===== src/rtl/imem_loader.sv =====
// imem_loader: boot-time loader for the single-cycle MIPS instruction memory.
// It receives a byte stream over a valid/ready handshake and first reads a
// 32-bit big-endian word count N. It then assembles N big-endian 32-bit words
// and writes them to word addresses 0..N-1. The core is held in reset until the
// image is completely loaded.
// Optional feature macro: IMEM_LOADER_CHECKSUM_EN. When defined, a trailing
// XOR checksum byte must match before the loader reports DONE.
module imem_loader #(
    parameter int ADDR_W = 13
) (
    input  logic              i_clk,
    input  logic              i_rst,
    input  logic              i_start,
    input  logic [7:0]        i_byte,
    input  logic              i_byte_valid,
    output logic              o_byte_ready,
    output logic              o_we,
    output logic [ADDR_W-1:0] o_waddr,
    output logic [31:0]       o_wdata,
    output logic              o_core_rst_n,
    output logic              o_busy,
    output logic              o_done,
    output logic              o_err,
    output logic [ADDR_W:0]   o_word_cnt
);

`ifdef IMEM_LOADER_CHECKSUM_EN
    typedef enum logic [2:0] {
        S_IDLE,
        S_LEN,
        S_DATA,
        S_CSUM,
        S_DONE,
        S_ERR
    } state_t;
`else
    // S_FLUSH holds off DONE for one cycle so that the last write pulse
    // never overlaps the core being released from reset.
    typedef enum logic [2:0] {
        S_IDLE,
        S_LEN,
        S_DATA,
        S_FLUSH,
        S_DONE,
        S_ERR
    } state_t;
`endif

    localparam logic [32:0]     CAPACITY = 33'd1 << ADDR_W;
    localparam logic [ADDR_W:0] CNT_ONE  = {{ADDR_W{1'b0}}, 1'b1};
    localparam logic [ADDR_W-1:0] ADDR_ONE = {{(ADDR_W-1){1'b0}}, 1'b1};

    state_t      state;
    state_t      state_next;
    logic [1:0]  phase;
    logic [31:0] len_reg;
    logic [31:0] len_full;
    logic        accept;
    logic        start_load;
    logic        oversize;
    logic        last_word;
`ifdef IMEM_LOADER_CHECKSUM_EN
    logic [7:0]  csum;
`endif

    assign accept     = i_byte_valid & o_byte_ready;
    assign start_load = i_start & ((state == S_IDLE) | (state == S_DONE) | (state == S_ERR));
    assign len_full   = {len_reg[23:0], i_byte};
    assign oversize   = {1'b0, len_full} > CAPACITY;
    assign last_word  = (o_word_cnt + CNT_ONE) == len_reg[ADDR_W:0];

    // State register, asynchronously forced back to IDLE.
    always_ff @(posedge i_clk or posedge i_rst) begin
        if (i_rst) begin
            state <= S_IDLE;
        end else begin
            state <= state_next;
        end
    end

    // Next-state decode and the status outputs, which depend on state alone.
    always_comb begin
        state_next   = state;
        o_busy       = 1'b0;
        o_done       = 1'b0;
        o_err        = 1'b0;
        o_core_rst_n = 1'b0;
        case (state)
            S_IDLE, S_DONE, S_ERR: begin
                if (i_start) begin
                    state_next = S_LEN;
                end
            end
            S_LEN: begin
                if (accept && (phase == 2'd3)) begin
                    if (oversize) begin
                        state_next = S_ERR;
                    end else if (len_full == 32'd0) begin
`ifdef IMEM_LOADER_CHECKSUM_EN
                        state_next = S_CSUM;
`else
                        state_next = S_DONE;
`endif
                    end else begin
                        state_next = S_DATA;
                    end
                end
            end
            S_DATA: begin
                if (accept && (phase == 2'd3) && last_word) begin
`ifdef IMEM_LOADER_CHECKSUM_EN
                    state_next = S_CSUM;
`else
                    state_next = S_FLUSH;
`endif
                end
            end
`ifdef IMEM_LOADER_CHECKSUM_EN
            S_CSUM: begin
                if (accept) begin
                    state_next = (i_byte == csum) ? S_DONE : S_ERR;
                end
            end
`else
            S_FLUSH: begin
                state_next = S_DONE;
            end
`endif
            default: begin
                state_next = S_IDLE;
            end
        endcase

        case (state)
`ifdef IMEM_LOADER_CHECKSUM_EN
            S_LEN, S_DATA, S_CSUM: o_busy = 1'b1;
`else
            S_LEN, S_DATA:         o_busy = 1'b1;
`endif
            S_DONE: begin
                o_done       = 1'b1;
                o_core_rst_n = 1'b1;
            end
            S_ERR:   o_err = 1'b1;
            default: o_busy = 1'b0;
        endcase
    end

    assign o_byte_ready = o_busy;

    // Byte datapath: length capture, word assembly, write pulse and address counting.
    always_ff @(posedge i_clk or posedge i_rst) begin
        if (i_rst) begin
            phase      <= 2'd0;
            len_reg    <= 32'd0;
            o_we       <= 1'b0;
            o_waddr    <= '0;
            o_wdata    <= 32'd0;
            o_word_cnt <= '0;
        end else begin
            o_we <= accept && (state == S_DATA) && (phase == 2'd3);
            if (o_we) begin
                o_waddr    <= o_waddr + ADDR_ONE;
                o_word_cnt <= o_word_cnt + CNT_ONE;
            end
            if (start_load) begin
                phase      <= 2'd0;
                len_reg    <= 32'd0;
                o_waddr    <= '0;
                o_word_cnt <= '0;
            end else if (accept) begin
                phase <= phase + 2'd1;
                if (state == S_LEN) begin
                    len_reg <= len_full;
                end
                if (state == S_DATA) begin
                    o_wdata <= {o_wdata[23:0], i_byte};
                end
            end
        end
    end

`ifdef IMEM_LOADER_CHECKSUM_EN
    // Running XOR over every accepted length and data byte.
    always_ff @(posedge i_clk or posedge i_rst) begin
        if (i_rst) begin
            csum <= 8'd0;
        end else if (start_load) begin
            csum <= 8'd0;
        end else if (accept && ((state == S_LEN) || (state == S_DATA))) begin
            csum <= csum ^ i_byte;
        end
    end
`endif

endmodule


===== config.mk =====
export PLATFORM = sky130hd
export DESIGN_NAME = imem_loader
export DESIGN_NICKNAME = d
export VERILOG_FILES = /design/src/rtl/imem_loader.sv
export SDC_FILE = /design/constraint.sdc
export NUM_CORES = 1
export LEC_CHECK = 0
export CAP_MARGIN = 20
export CORE_UTILIZATION = 40
export CTS_BUF_LIST = sky130_fd_sc_hd__clkbuf_4
export DETAILED_ROUTE_END_ITERATION = 6
export GPL_TIMING_DRIVEN = 0
export PLACE_DENSITY = 0.61
export SKIP_LAST_GASP = 1
export SLEW_MARGIN = 20
export SYNTH_ARGS = -nofsm -noshare
export SYNTH_HDL_FRONTEND = slang
export SYNTH_SLANG_ARGS = --single-unit

===== constraint.sdc =====
create_clock -name i_clk -period 7.4 [get_ports i_clk]
set_clock_uncertainty 0.1 [all_clocks]
set_input_delay 1.48 -clock i_clk [delete_from_list [all_inputs] [get_ports i_clk]]
set_output_delay 1.48 -clock i_clk [all_outputs]
set_load 0.05 [all_outputs]

==> flow_metrics.py <==
metrics = {
    "floorplanning": {
        "ios": 77,
        "die_w_um": 104.7,
        "core_mm2": 0.01028,
        "initial_utilization": 0.4104,
        "die_y_um": 104.7,
        "fp.dieArea_mm2": 0.01096,
        "placementRows": 37,
    },
    "synth": {
        "async_reset_ff_frac": 1.000,
        "ys_warn_count": 0,
        "ys.flop_type": "dfrtp_1",
        "seq_area_frac_synth": 0.5280,
        "synth-edff-count": 0,
        "syn-mean-instance-area_um2": 11.40,
        "ys_seq_elements": 89,
        "syn_nets": 385,
        "syn_area_mm2": 0.004218,
        "syn_inst": 370,
        "ys_types": 54,
    },
    "timing": {
        "hold_slack_ns": 0.4179,
        "setup-tns-final_ns": 0,
        "fin_crit_sh": 0.5582,
        "finalCriticalPeriod_ns": 4.131,
        "max_freq_mhz": 242.1,
        "grt_setup_unrepaired": "no",
        "hold_violations": 0,
        "setup_viol": 0,
        "slew_headroom": 0.6390,
        "maxSlewViolCount": 0,
        "worst_slew_pin_slew_ns": 0.5415,
    },
    "detailed_routing": {
        "wl_per_cell_um": 15.26,
        "vias": 3149,
        "wl_um": 9153,
        "drtPass1Iterations": 6,
        "drt_iter0_markers": 147,
        "drc_errors": 0,
        "antenna_left": 0,
        "routed_via_density": 5.248,
    },
    "min_path": {
        "hp-class": "register to register",
        "min_path_cells": 1,
    },
    "setup_path": {
        "start_kind": "register",
        "crit_required_ns": 5.82,
        "reg2reg_depth": 8,
        "crit_path_end_kind": "output port",
        "cpMaxStageDelayCell": "clkdlybuf4s50_1",
        "crit_fanout": 9,
        "crit_arrival_ns": 2.55,
        "crit_type": "register to output port",
        "critPathMaxStageDelay_ns": 0.78,
        "path_cells": "clkbuf_1 -> nand2b_1 -> a21oi_1 -> buf_4 -> clkdlybuf4s50_1",
    },
    "cts": {
        "clk_pin_slew_ns": 0.14,
        "clock-root-buffer": "clkbuf_4",
        "clk_latency_ns": 0.43,
        "cts_setup_buffers": 0,
        "cts_tree": "done",
        "clk_path_buf_depth": 2,
        "cts_inserted_buffers": 9,
        "cts.sinks": 89,
        "cts-htree-levels": 3,
        "cts_resized": 0,
        "ctsHoldBuffers": 0,
    },
    "place": {
        "gp_congestion": 0.8488,
        "portBuffers": 76,
        "dp_hpwl_um": 6662,
    },
    "global_routing": {
        "track_usage": 0.1774,
        "globalRouteOverflowTotal": 0,
        "grt_pass1_vias": 3025,
        "grt_first_pass_wirelength_um": 15330,
        "grt_max_degree": 59,
        "grt_antenna_before_repair": 0,
    },
    "outcome": {
        "status": "complete, no violations",
    },
    "layout": {
        "nets": 473,
        "regArea_mm2": 0.002227,
        "largest_register_ff_count": 32,
        "multi_input_area_mm2": 0.001827,
        "area_delta_synth_final_pct": 25.69,
        "fillerInstances": 968,
        "drive_above_1_share": 0.1577,
    },
    "pwr": {
        "p_int_uw": 837.3,
        "p_comb_frac": 0.351,
        "leakagePower_nw": 2.350,
        "pwr-share-seq": 0.471,
        "clockPowerShare": 0.178,
        "powerDensity_mw_per_mm2": 261.5,
        "swShare": 0.3960,
        "switchingPower_uw": 548.9,
        "vdd_drop_max_mv": 0.1333,
    },
    "run": {
        "drv_cap": 0,
    },
}
cell families after synthesis:
logic type               Yosys count  synth area share
AND/OR/NAND/NOR                  122            0.1596
AO/OA/AOI/OAI                     56           0.09760
buffers and inverters             29           0.03886
multiplexers                      34           0.09018
flip-flops                        89            0.5280
XOR/XNOR                          37           0.07683
adder cells (fa/ha/maj)            3          0.008900
final cells by class:
cell class,count,share of cell area
diodes,1,0.0004720
plain buffers,22,0.02596
clock buffers,9,0.01274
clock inverters,7,0.009913
inverters,7,0.005428
multi-input cells,252,0.3446
flip-flops and latches,89,0.4201
well taps,136,0.03210
repair buffers,77,0.1487
cells in the mapped netlist, types with 2 or more instances:
cell	instances	area (µm²)
and2_1	2	12.51
xor2_1	23	201.4
buf_4	3	22.52
mux2_2	32	360.4
nand3b_1	2	15.01
and3_1	6	37.54
nand4_1	14	87.58
mux2i_1	2	20.02
or4_1	2	15.01
nor4_1	7	43.79
a21oi_1	8	40.04
clkbuf_1	9	33.78
nor3_1	6	30.03
clkbuf_8	3	41.29
buf_2	4	20.02
nand3_1	8	40.04
dfrtp_1	89	2227
ha_1	3	37.54
xnor2_1	14	122.6
nand2_1	17	63.81
or3_1	6	37.54
nand2b_1	3	18.77
inv_1	7	26.28
a22o_1	24	210.2
o21ai_0	12	60.06
nor2_1	35	131.4
nor3b_2	2	25.02
routing by layer:
layer / track usage / vias up / part of all wire
met5: 0 / - / 0
met4: 0.07445 / 0 / 0.026
met3: 0.04616 / 17 / 0.041
met2: 0.2649 / 81 / 0.46
met1: 0.2444 / 1548 / 0.47
li1: - / 1503 / -
power groups by stage:
stage / logic [mW] / registers (mW) / clock network [mW]
after floorplan: 0.301 / 0.691 / 0
after detailed placement: 0.486 / 0.663 / 0
after global routing: 0.526 / 0.664 / 0.281
final: 0.487 / 0.653 / 0.247
after CTS: 0.488 / 0.653 / 0.261
after global placement: 0.479 / 0.661 / 0
worst max-delay path: cells and delay by family (launching register included):
kind / cells / cell delay (ns)
flip-flops: 1 / 0.38
buffers and inverters: 3 / 1.14
AO/OA/AOI/OAI: 1 / 0.36
AND/OR/NAND/NOR: 1 / 0.25
cells in the final DEF, fill, tap and decap left out, types with 7 or more instances in the layout:
cell	synthesis	routed
dfrtp_1	89	89
xor2_1	23	23
clkbuf_4	0	9
a22o_1	24	24
clkbuf_1	9	9
clkdlybuf4s50_1	0	76
nor4_1	7	7
nand4_1	14	14
xnor2_1	14	14
a21oi_1	8	8
o21ai_0	12	12
nor2_1	35	35
nand2_1	17	17
mux2_2	32	32
nand3_1	8	8
final timing paths:
check                                                from                       to  slack [ns]
worst max register to register  o_word_cnt[0]$_DFFE_PP0P_     state[0]$_DFFE_PP0P_        4.95
min in group asynchronous                           i_rst  o_wdata[30]$_DFFE_PP0P_        1.28
worst min register to register       phase[0]$_DFFE_PP0P_     phase[0]$_DFFE_PP0P_        0.42
worst min-delay path                 phase[0]$_DFFE_PP0P_     phase[0]$_DFFE_PP0P_        0.42
worst max-delay path                 state[0]$_DFFE_PP0P_             o_byte_ready        3.27
max in group asynchronous                           i_rst   len_reg[9]$_DFFE_PP0P_        5.30
metrics by stage:
step                      worst slack, ns  area, µm²  std cells  utilization  power, mW
after detailed placement            3.769       5179        583       0.5039      1.148
final                               3.269       5301        600       0.5158      1.386
after global placement              2.083       5149        582       0.5010      1.140
after global routing                3.114       5299        599       0.5156      1.470
after CTS                           3.267       5299        599       0.5156      1.401
after floorplan                     3.513       4218        370            -     0.9923
Power figures use the tool's default switching activity.
